===== config.mk =====
export PLATFORM = sky130hd
export DESIGN_NAME = nibble_serial_adder_ctrl
export DESIGN_NICKNAME = d
export VERILOG_FILES = /design/src/rtl/nibble_serial_adder_ctrl_pkg.sv /design/src/rtl/nibble_serial_adder_ctrl_slice.sv /design/src/rtl/nibble_serial_adder_ctrl.sv
export SDC_FILE = /design/constraint.sdc
export NUM_CORES = 1
export LEC_CHECK = 0
export BUFFER_PORTS_ARGS = -buffer_cell sky130_fd_sc_hd__buf_2
export CAP_MARGIN = 25
export CORE_MARGIN = 1
export CORE_UTILIZATION = 45
export CTS_CLUSTER_DIAMETER = 80
export DETAILED_ROUTE_END_ITERATION = 12
export HOLD_SLACK_MARGIN = 0.08
export PLACE_DENSITY_LB_ADDON = 0.25
export SYNTH_ARGS = -nofsm -noshare
export SYNTH_HDL_FRONTEND = slang
export SYNTH_SLANG_ARGS = --single-unit
export TNS_END_PERCENT = 100

===== constraint.sdc =====
create_clock -name clk -period 5.65 [get_ports clk]
set_clock_uncertainty 0.15 [all_clocks]
set_input_delay 0.2825 -clock clk [delete_from_list [all_inputs] [get_ports clk]]
set_output_delay 0.2825 -clock clk [all_outputs]
set_load 0.01 [all_outputs]

===== src/rtl/nibble_serial_adder_ctrl_pkg.sv =====
// Shared types and sizing helpers for the nibble-serial adder.
// Provides the FSM state enum, the slice width and slice/index sizing.
package nibble_serial_adder_ctrl_pkg;

   typedef enum logic [1:0] {
      IDLE,
      RUN,
      DONE
   } state_e;

   localparam int unsigned SLICE_W = 4;

   function automatic int unsigned calc_nslice(int unsigned w);
      return w / SLICE_W;
   endfunction

   // A single-slice build still needs a 1-bit index register.
   function automatic int unsigned calc_idx_w(int unsigned w);
      int unsigned n;
      n = w / SLICE_W;
      return (n > 1) ? $clog2(n) : 1;
   endfunction

endpackage


===== src/rtl/nibble_serial_adder_ctrl_slice.sv =====
// Combinational 4-bit ripple slice: {co_o,s_o} = a_i + b_i + ci_i.
// Ports: a_i, b_i nibble operands; ci_i carry in; s_o nibble sum; co_o carry out.
module nibble_adder_slice
   import nibble_serial_adder_ctrl_pkg::*;
(
   input  logic [SLICE_W-1:0] a_i,
   input  logic [SLICE_W-1:0] b_i,
   input  logic               ci_i,
   output logic [SLICE_W-1:0] s_o,
   output logic               co_o
);

   assign {co_o, s_o} = {1'b0, a_i}
                      + {1'b0, b_i}
                      + {{SLICE_W{1'b0}}, ci_i};

endmodule


===== src/rtl/nibble_serial_adder_ctrl.sv =====
// WIDTH-bit adder that reuses one 4-bit slice over WIDTH/4 cycles.
// Ports: clk/rst; in_valid/in_ready + a,b,cin; out_valid/out_ready + sum,cout; busy.
module nibble_serial_adder_ctrl
   import nibble_serial_adder_ctrl_pkg::*;
#(
   parameter int unsigned WIDTH = 16
) (
   input  logic             clk,
   input  logic             rst,
   input  logic             in_valid,
   output logic             in_ready,
   input  logic [WIDTH-1:0] a,
   input  logic [WIDTH-1:0] b,
   input  logic             cin,
   output logic             out_valid,
   input  logic             out_ready,
   output logic [WIDTH-1:0] sum,
   output logic             cout,
   output logic             busy
);

   localparam int unsigned NSLICE = calc_nslice(WIDTH);
   localparam int unsigned IDX_W  = calc_idx_w(WIDTH);

   // Operands viewed as an array of nibbles so idx selects a slice directly.
   typedef logic [NSLICE-1:0][SLICE_W-1:0] word_t;

   state_e           state_q, state_d;
   word_t            a_q, a_d;
   word_t            b_q, b_d;
   word_t            sum_q, sum_d;
   logic             carry_q, carry_d;
   logic             cout_q, cout_d;
   logic [IDX_W-1:0] idx_q, idx_d;

   logic [SLICE_W-1:0] s_sum;
   logic               s_co;

   nibble_adder_slice u_slice (
      .a_i  (a_q[idx_q]),
      .b_i  (b_q[idx_q]),
      .ci_i (carry_q),
      .s_o  (s_sum),
      .co_o (s_co)
   );

   always_ff @(posedge clk) begin
      if (rst) begin
         state_q <= IDLE;
         a_q     <= '0;
         b_q     <= '0;
         sum_q   <= '0;
         carry_q <= 1'b0;
         cout_q  <= 1'b0;
         idx_q   <= '0;
      end else begin
         state_q <= state_d;
         a_q     <= a_d;
         b_q     <= b_d;
         sum_q   <= sum_d;
         carry_q <= carry_d;
         cout_q  <= cout_d;
         idx_q   <= idx_d;
      end
   end

   always_comb begin
      state_d = state_q;
      a_d     = a_q;
      b_d     = b_q;
      sum_d   = sum_q;
      carry_d = carry_q;
      cout_d  = cout_q;
      idx_d   = idx_q;
      unique case (state_q)
         IDLE: begin
            if (in_valid) begin
               a_d     = a;
               b_d     = b;
               carry_d = cin;
               idx_d   = '0;
               state_d = RUN;
            end
         end
         RUN: begin
            sum_d[idx_q] = s_sum;
            carry_d      = s_co;
            // Last pass holds idx so it never wraps.
            if (idx_q == IDX_W'(NSLICE - 1)) begin
               cout_d  = s_co;
               state_d = DONE;
            end else begin
               idx_d = idx_q + IDX_W'(1);
            end
         end
         DONE: begin
            if (out_ready) begin
               state_d = IDLE;
            end
         end
         default: begin
            state_d = IDLE;
         end
      endcase
   end

   assign in_ready  = (state_q == IDLE);
   assign out_valid = (state_q == DONE);
   assign busy      = (state_q == RUN) || (state_q == DONE);
   assign sum       = sum_q;
   assign cout      = cout_q;

endmodule

Yosys cells after proc, flatten, opt, wreduce, memory -nomap -nowiden
Index checks and enable logic that the tools add are counted.

operators by class
  multiplexer cells = 16
  equality and inequality tests = 7
  add/sub/neg operators = 3
  order comparisons = 2
  reduce and logical (&&, ||, !) cells = 9

operators with widths
  kind                                                                number
  binary-select mux 4 bit (select 2 bit)                              2
  bitwise mux 16 bit                                                  1
  two-way mux 4 bit                                                   3
  two-way mux 2 bit                                                   5
  demux 4 bit (select 2 bit)                                          1
  != test 2 bit (second input constant)                               3
  case mux 2 bit (3 select lines)                                     1
  AND reduction 2 bit                                                 3
  AND reduction 3 bit                                                 2
  adder 4 x 4 -> 5 bit                                                1
  adder 5 x 1 -> 5 bit                                                1
  equality test 2 bit (second input constant)                         2
  case mux 2 bit (2 select lines)                                     1
  less-than comparator 2 x 3 -> 1 bit (second input constant)         1
  adder 2 x 1 -> 2 bit (second input constant)                        1
  equality test 2 x 1 -> 1 bit (second input constant)                1
  greater-or-equal comparator 2 x 1 -> 1 bit (second input constant)  1
  zero test 2 bit                                                     1
  != test 2 x 1 -> 1 bit (second input constant)                      1
  case mux 1 bit (2 select lines)                                     1
  nonzero test 2 bit                                                  1
  logical AND 1 bit                                                   1
  logical OR 1 bit                                                    1
  two-way mux 1 bit                                                   1

word-level totals
  flip-flop bits (word level) = 54
  word-level logic and storage cells = 53
  output and inout port bits = 20

Depth between registers and ports, before layout
Gate-level depths: netlist of run 1.

  depth after elaboration = 5
  gate-level depth with buffers = 7
  gate-level depth less buffers = 6

Modules after synthesis
A second synthesis of run 1 with hierarchy kept.

unflattened totals
  cell total of the unflattened synthesis = 290
  area total of the unflattened synthesis = 2514.9 um^2

modules (own cells, without submodules)
  module                    cells an instance  sequential area each (um^2)  instances  area each (um^2)
  nibble_serial_adder_ctrl  274                1081.0                       1          2371.0
  nibble_adder_slice        16                 0.0                          1          143.9

Least setup slack after synthesis of run 1
No wires, ideal clock.

  path kind = reg-to-reg
  start point = register idx_q[0]
  end point = register carry_q
  library setup time = 0.133 ns
  data required time = 5.367 ns
  data arrival time = 2.437 ns
  setup slack = 2.930 ns
  stages on the path, launching flop included = 8
  cell sequence = dfxtp_1 buf_4 mux4_2 fa_1 fa_1 and3_1 o211ai_1 a31oi_1

on the way
  cells in the longest elaborated chain, start to end = 5
  elaborated cells on any way between the ends = 7

RTL lines
  what                                                       RTL line                                                        source
  start, declared                                            nibble_serial_adder_ctrl.sv:34                                  logic [IDX_W-1:0] idx_q, idx_d;
  start signal, assigned                                     nibble_serial_adder_ctrl.sv:63                                  idx_q <= idx_d;
  binary-select mux 4 bit (select 2 bit) (on tied branches)  nibble_serial_adder_ctrl.sv:40, nibble_serial_adder_ctrl.sv:41
  two-way mux 4 bit (on tied branches)                       nibble_serial_adder_ctrl.sv:40, nibble_serial_adder_ctrl.sv:41
  adder 4 x 4 -> 5 bit *                                     nibble_serial_adder_ctrl_slice.sv:14                            + {1'b0, b_i}
  adder 5 x 1 -> 5 bit *                                     nibble_serial_adder_ctrl_slice.sv:15                            + {{SLICE_W{1'b0}}, ci_i};
  case mux 1 bit (2 select lines) *                          nibble_serial_adder_ctrl.sv:75                                  unique case (state_q)
  end signal, assigned                                       nibble_serial_adder_ctrl.sv:61                                  carry_q <= carry_d;
  end, declared                                              nibble_serial_adder_ctrl.sv:32                                  logic carry_q, carry_d;

Every way passes the cells marked *; elsewhere a longest branch is shown, timed or not. The select of a mux whose other input is x is not followed.
A chain may end at the register's enable or synchronous reset.

Final worst setup path of run 1
  start point = register idx_q[0]
  end point = register sum_q, in the netlist sum[2]

on the way
  cells in the longest elaborated chain, start to end = 5
  elaborated cells on any way between the ends = 12

RTL lines
  what                                                                       RTL line                                                              source
  binary-select mux 4 bit (select 2 bit) (tied with other cells)             nibble_serial_adder_ctrl.sv:40                                        .a_i (a_q[idx_q]),
  two-way mux 4 bit (not written as such) (tied with other cells)            nibble_serial_adder_ctrl.sv:40
  adder 4 x 4 -> 5 bit / two-way mux 4 bit (equally long branches)           nibble_serial_adder_ctrl_slice.sv:14, nibble_serial_adder_ctrl.sv:86
  adder 5 x 1 -> 5 bit / demux 4 bit (select 2 bit) (equally long branches)  nibble_serial_adder_ctrl_slice.sv:15, nibble_serial_adder_ctrl.sv:86
  bitwise mux 16 bit *                                                       nibble_serial_adder_ctrl.sv:86                                        sum_d[idx_q] = s_sum;
  end signal, assigned                                                       nibble_serial_adder_ctrl.sv:60                                        sum_q <= sum_d;
  end, declared                                                              nibble_serial_adder_ctrl.sv:31                                        word_t sum_q, sum_d;

Marked as above.

==> results of run 1 <==
==> layout by cell type, fill, tap and decap left out, types with 5 or more instances in the layout <==
master	n
a21oi_1	43
and2_1	5
buf_2	56
clkbuf_8	5
dfxtp_1	54
dlygate4sd3_1	30
ha_1	10
mux4_2	8
nand2_1	86
nor2_1	6
nor3b_1	5
==> kinds of logic (layout without fill, tap and decap cells) <==
family                   Yosys count  after routing
buffers and inverters             24            100
XOR/XNOR                           1              1
AO/OA/AOI/OAI                     70             70
AND/OR/NAND/NOR                  119            119
flip-flops                        54             54
multiplexers                       8              8
adder cells (fa/ha/maj)           12             12
==> final timing paths <==
check | slack (ns) | end | cells past startpoint | start
hold reg to reg | 0.30 | sum[1] | 2 | sum[1]
setup / recovery | 2.54 | sum[2] | 5 | idx_q[0]
hold / removal | 0.08 | a_q[5] | 3 | a[5]
setup reg to reg | 2.54 | sum[2] | 5 | idx_q[0]
==> sequential cells by signal (all words and copies together) (netlist names) <==
name,cells
sum,16
b_q,16
idx_q,2
state_q,2
cout,1
a_q,16
carry_q,1
==> worst min-delay path, stage by stage <==
cell	delay (ns)
buf_2	0.10
nand2_1	0.06
a21oi_1	0.06
==> area by class of cell <==
cell class,count,area share [%]
Inverter,4,0.464
Clock inverter,1,0.927
Clock buffer,7,2.36
Sequential cell,54,33.4
Multi-Input combinational cell,210,40.5
Tap cell,70,2.70
Timing Repair Buffer,88,19.6
==> metal layers <==
layer	vias to the layer above	track usage, %	share of wire [%]	routed length, um
met4	0	6.23	1.1	64
li1	1134	-	-	-
met2	57	33.8	49	2840
met5	-	0	0	0
met3	7	3.93	4.2	244
met1	1029	27.1	45	2620
==> power by group through the flow <==
stage / registers (W) / logic, W / clock network (W)
after global placement: 0.000422 / 0.000110 / 0
after global routing: 0.000416 / 0.000153 / 0.000275
after CTS: 0.000414 / 0.000128 / 0.000258
final: 0.000413 / 0.000137 / 0.000253
after detailed placement: 0.000423 / 0.000112 / 0
after floorplan: 0.000417 / 0.0000861 / 0
==> through the flow <==
stage | setup WS, ns | hold slack [ns] | std cells | total power, W
finish | 2.54 | 0.0847 | 434 | 0.000803
global route | 2.29 | 0.0827 | 434 | 0.000844
CTS | 2.50 | 0.0803 | 432 | 0.000799
detailed placement | 2.54 | 0.295 | 394 | 0.000534
global placement | 2.60 | 0.287 | 394 | 0.000532
floorplan | 2.93 | 0.268 | 288 | 0.000503
==> repair_timing <==
| item | 4_1_cts | 5_1_grt |
|---|---|---|
| endpoints found under the hold margin | 30 | 0 |
| endpoints found under the setup margin | 0 | 0 |
| hold buffers | 30 | 0 |
==> flow_metrics.env, run 1 <==
export IMPL_status="completed"
export IMPL_root_buffer="clkbuf_8"
export IMPL_pwr_share_clk_pct=31.5
export IMPL_synthSimpleGateAreaFrac_pct=20.7
export IMPL_period_needed_ns=3.11
export IMPL_clockBufferDepth=2
export IMPL_setup_tns_final_ns=0
export IMPL_cp_top_family="adder cells"
export IMPL_placementRows=26
export IMPL_switching_share_pct=25.5
export IMPL_fp_dieArea_sq_mm=0.00595
export IMPL_fin_util_pct=61.4
export IMPL_die_height_um=77.1
export IMPL_crit_type="reg2reg"
export IMPL_io_buffer_count=56
export IMPL_yosysTopAreaCellShare_pct=42.6
export IMPL_crit_required_ns=5.65
export IMPL_relSlewSlack_pct=35.1
export IMPL_slowest_stage="dfxtp_1"
export IMPL_crit_top_cell="fa_1"
export IMPL_netlist_top_cells_area="dfxtp_1, nand2_1, a21oi_1"
export IMPL_power_frac_comb_pct=17.0
export IMPL_synthAdderAreaFrac_pct=6.50
export IMPL_fin_area_sq_mm=0.00324
export IMPL_layout_nets=412
export IMPL_maxCapViolCount=0
export IMPL_cts_resized=0
export IMPL_synth_cells=288
export IMPL_synth_seq_cells=54
export IMPL_slew_viol_final=0
export IMPL_first_iter_violations=108
export IMPL_max_stage_delay_ns=0.76
export IMPL_synth_cell_area_sq_mm=0.00254
export IMPL_finalSetupViolCount=0
export IMPL_seq_area_sq_mm=0.00108
export IMPL_wl_per_cell_um=13.3
export IMPL_worst_pin_slew_ns=0.973
export IMPL_ys_warn_count=0
export IMPL_syn_to_final_growth_pct=27.5
export IMPL_crit_arrival_ns=3.11
export IMPL_dr_pass1_iters=4
export IMPL_cts_sinks=54
export IMPL_core_area_sq_mm=0.00527
export IMPL_leakagePower_nw=1.34
export IMPL_yosys_area_top_type="dfxtp_1"
export IMPL_synth_edf_count=0
export IMPL_antenna_found_initial=0
export IMPL_async_flop_share_pct=0
export IMPL_pwr_share_seq_pct=51.4
export IMPL_drive_gt1_share_pct=20.9
export IMPL_min_path_type="in2reg"
export IMPL_p_int_w=0.000599
export IMPL_synth_nets=337
export IMPL_synth_compound_area_share_pct=17.0
export IMPL_crit_chain="mux4_2 > fa_1 > fa_1 > xnor2_1 > a211oi_1"
export IMPL_cts_buffers_inserted=5
export IMPL_critPathMaxFanout=14
export IMPL_die_w_um=77.1
export IMPL_synth_xor_area_share_pct=0.345
export IMPL_ys_types=36
export IMPL_synth_ff_type="dfxtp_1"
export IMPL_n_fill_cell=480
export IMPL_peakVddDrop_mv=0.164
export IMPL_hold_viol_final=0
export IMPL_synth_mux_area_share_pct=7.09
export IMPL_switchingPower_w=0.000205
export IMPL_overflow=0
export IMPL_rsz0062_at_grt="no"
export IMPL_post_cts_buffers=0
export IMPL_clock_fmax_mhz=321
export IMPL_track_usage_pct=20.6
export IMPL_tritoncts="yes"
export IMPL_place_area_sq_mm=0.00278
export IMPL_end_kind="flip-flop"
export IMPL_crit_path_start_kind="flip-flop"
export IMPL_start_util_pct=48.2
export IMPL_synth_top_family_by_area="simple AND/OR/NAND/NOR gates"
export IMPL_power_density_mw_per_mm2=248
export IMPL_dp_hpwl_um=3860
export IMPL_ioPinCount=57
export IMPL_h_tree_depth=2
export IMPL_clkSlewWorstSetupHoldPaths_ns=0.09
export IMPL_seq_area_frac_synth_pct=42.6
export IMPL_vias=2227
export IMPL_postSynthAreaPerCell_sq_um=8.82
export IMPL_grt_pass1_vias=2112
export IMPL_vias_per_cell=5.13
export IMPL_drt_wl_total_um=5770
export IMPL_place_congestion=0.799
export IMPL_critPathBufInv=0
export IMPL_drc_errors=0
export IMPL_fin_crit_sh_pct=55.1
export IMPL_grt_max_degree=57
export IMPL_multi_input_area_sq_mm=0.00131
export IMPL_grt_pass1_wl_um=9780
export IMPL_clk_latency_ns=0.31
export IMPL_synth_most_common_cell="nand2_1"
export IMPL_synth_common_cells="nand2_1, dfxtp_1, a21oi_1"
export IMPL_diodes=0
export IMPL_ant_nets=0
Note: power is estimated with default switching activity, not from simulation.
==> run 2: changes to the inputs <==
==> constraint.sdc (replaced) <==
create_clock -name clk -period 3.07 [get_ports clk]
set_clock_uncertainty 0.15 [all_clocks]
set_input_delay 0.1535 -clock clk [delete_from_list [all_inputs] [get_ports clk]]
set_output_delay 0.1535 -clock clk [all_outputs]
set_load 0.01 [all_outputs]
==> run 2 against run 1 <==
Final area increased by 0.42%. Sequential share of layout area decreased by 0.14 points. Fmax increased by 21%. Hold slack improved by 0.076 ns. Critical path depth increased by 2. Core utilization increased by 0.26 points. Via count increased by 1.4%. First-iteration DRC count increased by 5.6%. Sequential cell count unchanged. Combinational power increased by 82%. Sequential power increased by 83%. Die area unchanged. Largest cell class unchanged.
==> flow_metrics.env, run 2 (same netlist as run 1, synthesis figures left out) <==
export IMPL_min_path_type="in2reg"
export IMPL_ioPinCount=57
export IMPL_vias=2259
export IMPL_crit_type="reg2reg"
export IMPL_power_density_mw_per_mm2=438
export IMPL_drc_errors=0
export IMPL_leakagePower_nw=1.35
export IMPL_layoutNonFillerInstCount=441
export IMPL_crit_required_ns=3.09
export IMPL_critPathMaxFanout=13
export IMPL_crit_arrival_ns=2.59
export IMPL_overflow=0
export IMPL_crit_path_start_kind="flip-flop"
export IMPL_track_usage_pct=20.6
export IMPL_layout_nets=419
export IMPL_cts_hold_buf=33
export IMPL_drt_wl_total_um=5790
export IMPL_hold_viol_final=0
export IMPL_maxCapViolCount=0
export IMPL_clock_fmax_mhz=390
export IMPL_h_tree_depth=2
export IMPL_post_cts_buffers=0
export IMPL_vias_per_cell=5.12
export IMPL_start_util_pct=48.2
export IMPL_first_iter_violations=114
export IMPL_tritoncts="yes"
export IMPL_period_needed_ns=2.57
export IMPL_relSlewSlack_pct=64.5
export IMPL_status="completed"
export IMPL_end_kind="flip-flop"
export IMPL_grt_max_degree=33
export IMPL_ant_nets=0
export IMPL_setup_tns_final_ns=0
export IMPL_dr_pass1_iters=4
export IMPL_final_common_cell="nand2_1"
export IMPL_slew_viol_final=0
export IMPL_io_buffer_count=56
export IMPL_cts_sinks=54
export IMPL_cts_buffers_inserted=5
export IMPL_wl_per_cell_um=13.1
export IMPL_dp_hpwl_um=4000
export IMPL_antenna_found_initial=0
export IMPL_worst_pin_slew_ns=0.533
export IMPL_fin_crit_sh_pct=83.6
export IMPL_place_congestion=0.815
export IMPL_grt_pass1_wl_um=9830
export IMPL_cts_resized=0
export IMPL_clkSlewWorstSetupHoldPaths_ns=0.10
export IMPL_placementRows=26
export IMPL_diodes=0
export IMPL_root_buffer="clkbuf_8"
export IMPL_clk_latency_ns=0.30
export IMPL_placed_cells=400
export IMPL_fp_dieArea_sq_mm=0.00595
export IMPL_finalSetupViolCount=0
export IMPL_grt_pass1_vias=2133
export IMPL_layout_common_cells="nand2_1, buf_2, dfxtp_1"
export IMPL_drive_gt1_share_pct=22.1
export IMPL_core_area_sq_mm=0.00527
export IMPL_die_height_um=77.1
export IMPL_die_w_um=77.1
export IMPL_syn_to_final_growth_pct=28.0
export IMPL_clockBufferDepth=2
export IMPL_peakVddDrop_mv=0.253
export IMPL_rsz0062_at_grt="no"
[run 2: per-stage QoR]
| step | setup WS, ns | total power (W) | hold WS [ns] | instance area (sq um) | util, % |
|---|---|---|---|---|---|
| floorplan | 0.350 | 0.000927 | 0.139 | 2540 | - |
| global placement | 0.515 | 0.000985 | 0.246 | 2820 | 53.5 |
| detailed placement | 0.483 | 0.000988 | 0.251 | 2820 | 53.5 |
| CTS | 0.467 | 0.00144 | 0.152 | 3250 | 61.7 |
| global route | 0.300 | 0.00150 | 0.182 | 3250 | 61.7 |
| finish | 0.504 | 0.00142 | 0.161 | 3250 | 61.7 |
[run 2: final timing paths]
kind                                start  slack, ns    endpoint  depth (start not counted)
worst max-delay path             idx_q[0]       0.50     carry_q                          7
worst max register to register   idx_q[0]       0.50     carry_q                          7
worst min-delay path            out_ready       0.16  state_q[0]                          4
worst min register to register     sum[1]       0.31      sum[1]                          2
[run 2: metal layers]
metal	part of all wire (%)	vias to the layer above	GRT usage (%)
met5	0	-	0
li1	-	1150	-
met4	1.1	0	6.98
met3	4.3	6	3.69
met1	47	1036	27.3
met2	48	67	33.6
[run 2: critical path, stage by stage (launching register included)]
cell      delay, ns
dfxtp_1        0.36
buf_4          0.24
mux4_2         0.34
fa_1           0.43
fa_1           0.49
and3_1         0.18
o211ai_1       0.17
a31oi_1        0.10
[run 2: final cells by class]
type                            count  area (sq um)
Tap cell                           70          87.6
Timing Repair Buffer               95           656
Multi-Input combinational cell    210          1310
Clock inverter                      2          17.5
Fill cell                         488          2020
Inverter                            4          15.0
Clock buffer                        6          82.6
Sequential cell                    54          1080
[run 2: power breakdown]
part | total, W | internal, W | switching, W | leakage (nW)
Combinational | 0.000250 | 0.000118 | 0.000132 | 0.861
Clock | 0.000419 | 0.000186 | 0.000233 | 0.0514
Sequential | 0.000755 | 0.000736 | 0.0000192 | 0.441
Total | 0.00142 | 0.00104 | 0.000384 | 1.35
==> run 3: changes to the inputs <==
==> constraint.sdc (replaced) <==
create_clock -name clk -period 2.5 [get_ports clk]
set_clock_uncertainty 0.15 [all_clocks]
set_input_delay 0.125 -clock clk [delete_from_list [all_inputs] [get_ports clk]]
set_output_delay 0.125 -clock clk [all_outputs]
set_load 0.01 [all_outputs]
==> run 3 against run 2 <==
Clock power grew 13%. Critical path depth shrank 1. Sequential cell count is the same. Final cell count grew 0.45%. Largest power group unchanged.
==> flow_metrics.env, run 3 (same netlist as run 1, synthesis figures left out) <==
export IMPL_die_w_um=77.1
export IMPL_fin_hold_ws_ns=0.123
export IMPL_ant_nets=0
export IMPL_wl_per_cell_um=13.4
export IMPL_end_kind="flip-flop"
export IMPL_overflow=0
export IMPL_placementRows=26
export IMPL_regToRegSetupSlack_ns=0.06
export IMPL_layout_common_cells="nand2_1, buf_2, dfxtp_1"
export IMPL_r2r_cells=6
export IMPL_clockBufferDepth=2
export IMPL_dr_pass1_iters=4
export IMPL_reg2reg_to="sum[3]"
export IMPL_clk_latency_ns=0.31
export IMPL_status="completed"
export IMPL_min_path_type="in2reg"
export IMPL_h_tree_depth=2
export IMPL_fin_crit_sh_pct=97.6
export IMPL_place_worst_setup_slack_ns=-0.00799
export IMPL_power_w=0.00172
export IMPL_drive_gt1_share_pct=23.9
export IMPL_critPathMaxFanout=11
export IMPL_grt_max_degree=33
export IMPL_crit_type="reg2reg"
export IMPL_crit_required_ns=2.56
export IMPL_placed_cells=401
export IMPL_drc_errors=0
export IMPL_crit_arrival_ns=2.50
export IMPL_vias_per_cell=5.12
export IMPL_crit_chain="buf_12 > mux4_2 > ha_1 > a21o_1 > a21o_2 > a311o_1"
export IMPL_regToRegStartpoint="idx_q[0]"
export IMPL_clkSlewWorstSetupHoldPaths_ns=0.09
export IMPL_grt_pass1_wl_um=9860
export IMPL_maxCapViolCount=0
export IMPL_first_iter_violations=78
export IMPL_fin_ws_ns=0.0590
export IMPL_root_buffer="clkbuf_8"
export IMPL_finalSetupViolCount=0
export IMPL_n_fill_cell=473
export IMPL_vias=2270
export IMPL_max_stage_delay_ns=0.53
export IMPL_ioPinCount=57
export IMPL_hold_depth=4
export IMPL_syn_to_final_growth_pct=29.8
export IMPL_io_buffer_count=56
export IMPL_crit_path_start_kind="flip-flop"
export IMPL_die_height_um=77.1
export IMPL_diodes=0
export IMPL_peakVddDrop_mv=0.336
export IMPL_grt_pass1_vias=2125
export IMPL_layout_nets=422
export IMPL_cts_buffers_inserted=5
export IMPL_fin_util_pct=62.6
export IMPL_power_density_mw_per_mm2=522
export IMPL_period_needed_ns=2.44
export IMPL_core_area_sq_mm=0.00527
export IMPL_fp_dieArea_sq_mm=0.00595
export IMPL_track_usage_pct=20.8
export IMPL_leakagePower_nw=1.36
export IMPL_rsz0062_at_grt="yes"
export IMPL_dp_hpwl_um=4150
export IMPL_hold_viol_final=0
export IMPL_place_congestion=0.826
export IMPL_worst_pin_slew_ns=0.508
export IMPL_cts_sinks=54
export IMPL_final_common_cell="nand2_1"
export IMPL_worstHoldStart="out_ready"
export IMPL_slew_viol_final=0
export IMPL_drt_wl_total_um=5930
export IMPL_clock_fmax_mhz=410
export IMPL_tritoncts="yes"
export IMPL_relSlewSlack_pct=66.1
export IMPL_slowest_stage="mux4_2"
export IMPL_layoutNonFillerInstCount=443
export IMPL_hold_end="state_q[0]"
export IMPL_start_util_pct=48.2
export IMPL_antenna_found_initial=0
run 3: cell count changes in the layout (fill, tap and decap cells not counted), sizes merged:
cell,before,now
inv,4,5
clkinv,2,0
clkbuf,6,5
buf,62,64
dlygate4sd3,33,34
clkinvlp,0,1
run 3: worst max path at each step:
stage | from | end | slack [ns] | cells past startpoint
floorplan | idx_q[0] | carry_q | 0.05 | 7
global placement | idx_q[0] | sum[14] | 0.09 | 5
detailed placement | idx_q[0] | sum[11] | -0.008 | 6
CTS | idx_q[0] | sum[2] | 0.03 | 5
global route | idx_q[0] | carry_q | -0.03 | 6
finish | idx_q[0] | sum[3] | 0.06 | 6
run 3: report_power, final:
part           leakage, nW  switching [W]  internal (W)
Sequential           0.442      0.0000267      0.000903
Clock               0.0406       0.000279      0.000193
Combinational        0.877       0.000164      0.000156
Total                 1.36       0.000470       0.00125
run 3: worst max-delay path: cells and delay by family, from the launching register on:
kind	cells	cell delay [ns]
compound gates	3	0.84
mux	1	0.53
flops	1	0.39
fa+ha+maj	1	0.29
buf+inv	1	0.14
run 3: what timing repair did:
item	4_1_cts	5_1_grt
setup buffers	0	1
hold buffers	34	0
endpoints found under the hold margin	41	0
cloned	0	0
endpoints found under the setup margin	1	7
resized for setup	1	3
run 3: layout make-up:
type | count | area [sq um] | share of cell area [%]
Multi-Input combinational cell | 210 | 1330 | 40.4
Timing Repair Buffer | 98 | 693 | 21.0
Clock buffer | 5 | 68.8 | 2.09
Clock inverter | 2 | 13.8 | 0.417
Sequential cell | 54 | 1090 | 32.9
Inverter | 4 | 15.0 | 0.455
Tap cell | 70 | 87.6 | 2.66
run 3: metal layers:
layer,vias to the layer above,GRT usage (%),share of wire [%]
met4,0,6.98,1.2
met3,6,4.76,3.8
li1,1152,-,-
met1,1055,26.4,45
met5,-,0,0
met2,57,34.5,50
run 3: stage by stage:
stage	area, sq um	setup TNS (ns)
after floorplan	2560	0
after global placement	2850	0
after detailed placement	2850	-0.00799
after CTS	3280	0
after global routing	3300	-0.0469
final	3300	0
